### src/rtl/fe_capture_sequencer_pkg.sv
// Shared state encodings and helpers for the front-end capture sequencer.
// The status register decodes O_state with these same encodings.
package fe_capture_sequencer_pkg;

    typedef enum logic [2:0] {
        FE_SEQ_S_IDLE    = 3'd0,
        FE_SEQ_S_ARMED   = 3'd1,
        FE_SEQ_S_DELAY   = 3'd2,
        FE_SEQ_S_CAPTURE = 3'd3,
        FE_SEQ_S_DONE    = 3'd4
    } fe_seq_state_e;

    localparam int TRIG_CNT_W = 4;

    function automatic logic [TRIG_CNT_W-1:0] sat_inc(input logic [TRIG_CNT_W-1:0] v);
        return (&v) ? v : v + TRIG_CNT_W'(1);
    endfunction

endpackage

### src/rtl/fe_seq_downcounter.sv
// Loadable down-counter that stops at zero; load takes priority over decrement.
module fe_seq_downcounter #(
    parameter int WIDTH = 20
) (
    input  logic             clk_i,
    input  logic             reset_i,
    input  logic             load_i,
    input  logic [WIDTH-1:0] value_i,
    input  logic             dec_i,
    output logic             zero_o
);

    logic [WIDTH-1:0] cnt_q, cnt_d;

    always_comb begin
        cnt_d = cnt_q;
        if (load_i)
            cnt_d = value_i;
        else if (dec_i && cnt_q != '0)
            cnt_d = cnt_q - WIDTH'(1);
    end

    always_ff @(posedge clk_i) begin
        if (reset_i)
            cnt_q <= '0;
        else
            cnt_q <= cnt_d;
    end

    assign zero_o = (cnt_q == '0);

endmodule

### src/rtl/fe_capture_sequencer.sv
// Arms on I_arm rising edge, waits for a hw/sw trigger, applies a delay, then
// opens capture windows until the programmed trigger count is reached.
module fe_capture_sequencer
    import fe_capture_sequencer_pkg::*;
#(
    parameter int pDELAY_WIDTH  = 20,
    parameter int pWINDOW_WIDTH = 20
) (
    input  logic                     fe_clk,
    input  logic                     reset_i,
    input  logic                     I_arm,
    input  logic                     I_trigger,
    input  logic                     I_sw_trigger,
    input  logic [pDELAY_WIDTH-1:0]  I_trigger_delay,
    input  logic [pWINDOW_WIDTH-1:0] I_capture_window,
    input  logic [3:0]               I_num_triggers,
    input  logic                     I_capturing,
    output logic                     O_capture_enable,
    output logic                     O_armed,
    output logic                     O_done,
    output logic [3:0]               O_trigger_count,
    output logic                     O_missed_trigger,
    output logic [2:0]               O_state
);

    fe_seq_state_e state_q, state_d;
    logic arm_r_q, trig_r_q;
    logic [pDELAY_WIDTH-1:0]  dly_lat_q, dly_lat_d;
    logic [pWINDOW_WIDTH-1:0] win_lat_q, win_lat_d;
    logic [3:0] num_lat_q, num_lat_d;
    logic [3:0] count_q, count_d;
    logic       missed_q, missed_d;

    logic dly_load, dly_dec, dly_zero;
    logic win_load, win_dec, win_zero;
    logic [pDELAY_WIDTH-1:0]  dly_val;
    logic [pWINDOW_WIDTH-1:0] win_val;

    logic trig, arm_rise, win_inf;
    logic [3:0] num_eff;

    assign trig     = (I_trigger & ~trig_r_q) | I_sw_trigger;
    assign arm_rise = I_arm & ~arm_r_q;
    assign win_inf  = (win_lat_q == '0);
    assign num_eff  = (num_lat_q == 4'd0) ? 4'd1 : num_lat_q;
    assign dly_val  = (dly_lat_q == '0) ? '0 : dly_lat_q - pDELAY_WIDTH'(1);
    assign win_val  = win_inf ? '0 : win_lat_q - pWINDOW_WIDTH'(1);

    always_comb begin
        state_d   = state_q;
        dly_lat_d = dly_lat_q;
        win_lat_d = win_lat_q;
        num_lat_d = num_lat_q;
        count_d   = count_q;
        missed_d  = missed_q;
        dly_load  = 1'b0;
        dly_dec   = 1'b0;
        win_load  = 1'b0;
        win_dec   = 1'b0;

        // Configuration tracks the inputs while idle and freezes once armed.
        if (state_q == FE_SEQ_S_IDLE) begin
            dly_lat_d = I_trigger_delay;
            win_lat_d = I_capture_window;
            num_lat_d = I_num_triggers;
            count_d   = '0;
            missed_d  = 1'b0;
        end

        if (!I_arm) begin
            state_d = FE_SEQ_S_IDLE;
        end else begin
            case (state_q)
                FE_SEQ_S_IDLE: begin
                    if (arm_rise)
                        state_d = FE_SEQ_S_ARMED;
                end
                FE_SEQ_S_ARMED: begin
                    if (trig) begin
                        count_d = sat_inc(count_q);
                        if (dly_lat_q == '0) begin
                            state_d  = FE_SEQ_S_CAPTURE;
                            win_load = 1'b1;
                        end else begin
                            state_d  = FE_SEQ_S_DELAY;
                            dly_load = 1'b1;
                        end
                    end
                end
                FE_SEQ_S_DELAY: begin
                    if (trig)
                        missed_d = 1'b1;
                    if (dly_zero) begin
                        state_d  = FE_SEQ_S_CAPTURE;
                        win_load = 1'b1;
                    end else begin
                        dly_dec = 1'b1;
                    end
                end
                FE_SEQ_S_CAPTURE: begin
                    if (trig)
                        missed_d = 1'b1;
                    // Engine back-pressure ends the arm sequence outright.
                    if (!I_capturing)
                        state_d = FE_SEQ_S_DONE;
                    else if (!win_inf && win_zero)
                        state_d = (count_q < num_eff) ? FE_SEQ_S_ARMED : FE_SEQ_S_DONE;
                    else if (!win_inf)
                        win_dec = 1'b1;
                end
                FE_SEQ_S_DONE: ;
                default: state_d = FE_SEQ_S_IDLE;
            endcase
        end
    end

    always_ff @(posedge fe_clk) begin
        if (reset_i) begin
            state_q   <= FE_SEQ_S_IDLE;
            arm_r_q   <= 1'b0;
            trig_r_q  <= 1'b0;
            dly_lat_q <= '0;
            win_lat_q <= '0;
            num_lat_q <= '0;
            count_q   <= '0;
            missed_q  <= 1'b0;
        end else begin
            state_q   <= state_d;
            arm_r_q   <= I_arm;
            trig_r_q  <= I_trigger;
            dly_lat_q <= dly_lat_d;
            win_lat_q <= win_lat_d;
            num_lat_q <= num_lat_d;
            count_q   <= count_d;
            missed_q  <= missed_d;
        end
    end

    fe_seq_downcounter #(.WIDTH(pDELAY_WIDTH)) u_dly_cnt (
        .clk_i   (fe_clk),
        .reset_i (reset_i),
        .load_i  (dly_load),
        .value_i (dly_val),
        .dec_i   (dly_dec),
        .zero_o  (dly_zero)
    );

    fe_seq_downcounter #(.WIDTH(pWINDOW_WIDTH)) u_win_cnt (
        .clk_i   (fe_clk),
        .reset_i (reset_i),
        .load_i  (win_load),
        .value_i (win_val),
        .dec_i   (win_dec),
        .zero_o  (win_zero)
    );

    assign O_capture_enable = (state_q == FE_SEQ_S_CAPTURE);
    assign O_armed          = (state_q == FE_SEQ_S_ARMED) || (state_q == FE_SEQ_S_DELAY) ||
                              (state_q == FE_SEQ_S_CAPTURE);
    assign O_done           = (state_q == FE_SEQ_S_DONE);
    assign O_trigger_count  = count_q;
    assign O_missed_trigger = missed_q;
    assign O_state          = state_q;

endmodule

### config.mk
export PLATFORM = sky130hd
export DESIGN_NAME = fe_capture_sequencer
export DESIGN_NICKNAME = d
export VERILOG_FILES = /design/src/rtl/fe_capture_sequencer_pkg.sv /design/src/rtl/fe_seq_downcounter.sv /design/src/rtl/fe_capture_sequencer.sv
export SDC_FILE = /design/constraint.sdc
export NUM_CORES = 1
export LEC_CHECK = 0
export BUFFER_PORTS_ARGS = -buffer_cell sky130_fd_sc_hd__buf_4
export CAP_MARGIN = 20
export CORE_ASPECT_RATIO = 1.2
export CORE_MARGIN = 2
export CORE_UTILIZATION = 50
export DETAILED_ROUTE_END_ITERATION = 10
export PLACE_DENSITY = 0.79
export SLEW_MARGIN = 15
export SYNTH_ARGS = -nofsm -noshare
export SYNTH_HDL_FRONTEND = slang
export SYNTH_SLANG_ARGS = --single-unit
### constraint.sdc
create_clock -name fe_clk -period 3.3 [get_ports fe_clk]
set_input_delay 0.33 -clock fe_clk [delete_from_list [all_inputs] [get_ports fe_clk]]
set_output_delay 0.33 -clock fe_clk [all_outputs]
set_load 0.05 [all_outputs]
==> run_results.csv <==
group,metric,value,unit
timing,tightest_slew,805,ps
timing,hold_slack,210,ps
global_routing,grt_util_met3,2.59,%
critical_path,crit_start,"win_lat_q[10]",
floorplanning,core,10100,µm²
critical_path,critPathCaptureType,"register",
timing,slew_headroom,45.8,%
critical_path,cp_max_fo,20,
route,first_pass_iters,6,
global_routing,grt_max_degree,52,
route,drt-total-wl,13500,µm
worst_hold_path,hold_depth,2,
critical_path,cp_slowest_cell,"or4_1",
cells_and_area,multi_input_area,3140,µm²
global_routing,track_usage,24.8,%
placement,placement.setup.worst_slack,540,ps
cts,numClockSinks,94,
floorplanning,start_util,51.7,%
critical_path,path_buf_inv,0,
global_routing,grt_overflow,0,
cells_and_area,diodes,0,
route,ant_nets,0,
global_routing,grt_first_pass_wirelength,22900,µm
job,drv_cap,0,
synthesis,synth-edff-count,0,
route,drc,0,
floorplanning,die_w,97.1,µm
floorplanning,die_h,116,µm
pwr,powerDensity,461,nW/µm²
placement,io_buffers,60,
critical_path,ff2ff_path_depth,7,
timing,fin_crit,2810,ps
pwr,peakVddDrop,249,µV
global_routing,grt_pass1_vias,4947,
floorplanning,ios,61,
critical_path,regToRegStartpoint,"win_lat_q[10]",
timing,finalHoldViolations,0,
global_routing,top_usage_layer,"met2",
critical_path,reg2reg_to,"u_win_cnt.cnt_q[16]",
cts,ctsResizeCount,0,
critical_path,arrival,3080,ps
cts,ctsRootBufferMaster,"clkbuf_16",
cells_and_area,nFillCells,916,
cts,clk_pin_slew_worst_paths,60,ps
cts,clock_latency,350,ps
synthesis,synth_nets,734,
synthesis,ys.flop_type,"dfxtp_1",
status,status,"completed",
placement,place_congestion,0.871,
cts,post_cts_buffers,0,
timing,fmax,356,MHz
cells_and_area,seq_area,1880,µm²
timing,slew_violations,0,
timing,worst_slack,490,ps
worst_hold_path,hold_start,"I_trigger",
synthesis,syn_avg_cell_area,7.72,µm²
cts,cts_tree,"done",
synthesis,synth_top_area_share,36.2,%
synthesis,synth_most_common_cell,"nand2_1",
synthesis,ys_types,69,
critical_path,critPathLaunchType,"register",
timing,post-route-period-util,85.2,%
cells_and_area,final_net_count,784,
route,via_per_inst,5.90,
critical_path,crit_type,"register to register",
timing,fin_skew,7.04,ps
critical_path,path_delay_family,"simple AND/OR/NAND/NOR gates",
synthesis,syn_area,5200,µm²
timing,setup_viol,0,
pwr,power.leakage,2.40,nW
synthesis,async_flop_share,0,%
route,drt_iter0_drc,315,
worst_hold_path,hold_path.class,"primary input to register",
critical_path,r2r_setup_slack,490,ps
synthesis,yosysWarnings,0,
cts,postCtsHoldBufs,0,
critical_path,max_stage_delay,620,ps
global_routing,grt_util_met2,45.2,%
synthesis,syn_inst,673,
timing,rsz0062_at_grt,"false",
synthesis,synth_top_area_cell,"dfxtp_1",
critical_path,worstPathRequired,3570,ps
synthesis,synth.area.top_cells,"dfxtp_1 (36%), nand2_1 (9.5%), a21oi_1 (6.8%)",
cells_and_area,area_growth_syn_to_layout,16.8,%
synthesis,synth.top_cells.by_count,"nand2_1 (132), dfxtp_1 (94), a21oi_1 (71)",
critical_path,crit_chain,"or4_1 -> nor3_1 -> nand3_2 -> nand2_1 -> nor4_1 -> mux2_1 -> a21oi_1",
floorplanning,dieArea,11200,µm²
cts,cts_made_buffers,9,
route,via_count,5032,
worst_hold_path,whs_endpoint,"trig_r_q",
placement,hpwl,9750,µm
cts,htreeDepth,3,
floorplanning,row_count,40,
cells_and_area,final_core_util,60.3,%
synthesis,ys_seq_elements,94,
global_routing,grt.met1_usage,28.0,%
route,wl_per_cell,15.9,µm
cells_and_area,drive_gt1_share,14.4,%
global_routing,grt_antenna_before_repair,0,
synthesis,ys_seq_area_share,36.2,%
timing,tns,0,ps
cts,clockBufferDepth,2,
## per-stage QoR
step | cell area [µm²] | power, mW | instances
after floorplan | 5200 | 1.55 | 673
after global placement | 5750 | 1.68 | 838
final | 6070 | 2.80 | 853
after CTS | 6070 | 2.81 | 853
after detailed placement | 5750 | 1.69 | 838
after global routing | 6070 | 2.91 | 853
## cell families (layout without fill, tap and decap cells)
| kind of cell | after synthesis | after routing | share of synthesized area, % |
|---|---|---|---|
| simple gates | 321 | 321 | 30.3 |
| compound gates | 150 | 150 | 18.4 |
| flops | 94 | 94 | 36.2 |
| xor+xnor | 48 | 48 | 8.09 |
| buf+inv | 45 | 99 | 3.54 |
| fa+ha+maj | 11 | 11 | 2.65 |
| mux | 4 | 4 | 0.818 |
## worst max-delay path by stage
| stage | end | slack, ps | depth (start not counted) |
|---|---|---|---|
| 3_3_place_gp | u_win_cnt.cnt_q[16] | 590 | 7 |
| 5_1_grt | u_win_cnt.cnt_q[16] | 320 | 7 |
| 6_report | u_win_cnt.cnt_q[16] | 490 | 7 |
| 3_5_place_dp | u_win_cnt.cnt_q[16] | 540 | 7 |
| 2_1_floorplan | u_win_cnt.cnt_q[16] | 650 | 9 |
| 4_1_cts | u_win_cnt.cnt_q[16] | 530 | 7 |
## layer usage
layer  up-vias  share of wire [%]  routed length [µm]
met5         -                  0                   0
met4         0                4.1                 553
met3        39                4.6                 623
met2       155                 52                7030
met1      2348                 39                5330
li1       2490                  -                   -
## sequential cells by signal, indices dropped and copies added, names as in the netlist, 3 cells and up
| name | count |
|---|---|
| dly_lat_q | 20 |
| u_dly_cnt.cnt_q | 20 |
| u_win_cnt.cnt_q | 20 |
| win_lat_q | 20 |
| O_trigger_count | 4 |
| num_lat_q | 4 |
| O_state | 3 |
## power breakdown
group	total [mW]	leakage, nW	switching [mW]	internal, mW
Sequential	1.26	0.770	0.0693	1.19
Clock	1.13	0.161	0.427	0.698
Combinational	0.416	1.47	0.237	0.179
## layout by cell type, fill, tap and decap left out, drive strengths merged, types with 5 or more instances in the layout
master and n:
nand2 134, dfxtp 94, a21oi 72, buf 68, nor2 59, xnor2 32
nor3 27, nor4 22, nand3 18, inv 16, xor2 16, o21ai 15
a211oi 14, o22ai 11, ha 11, clkbuf 11, or4 9, or3 8
nand2b 7, nor2b 6, and3 6, a31oi 5, nor3b 5
## layout make-up
type                            count  share of cell area, %
Inverter                           16                  0.989
Sequential cell                    94                   31.0
Clock inverter                      4                   1.15
Tap cell                          126                   2.60
Multi-Input combinational cell    534                   51.7
Clock buffer                       11                   4.16
Timing Repair Buffer               68                   8.41
No activity file was read; power rests on OpenSTA's default activity.
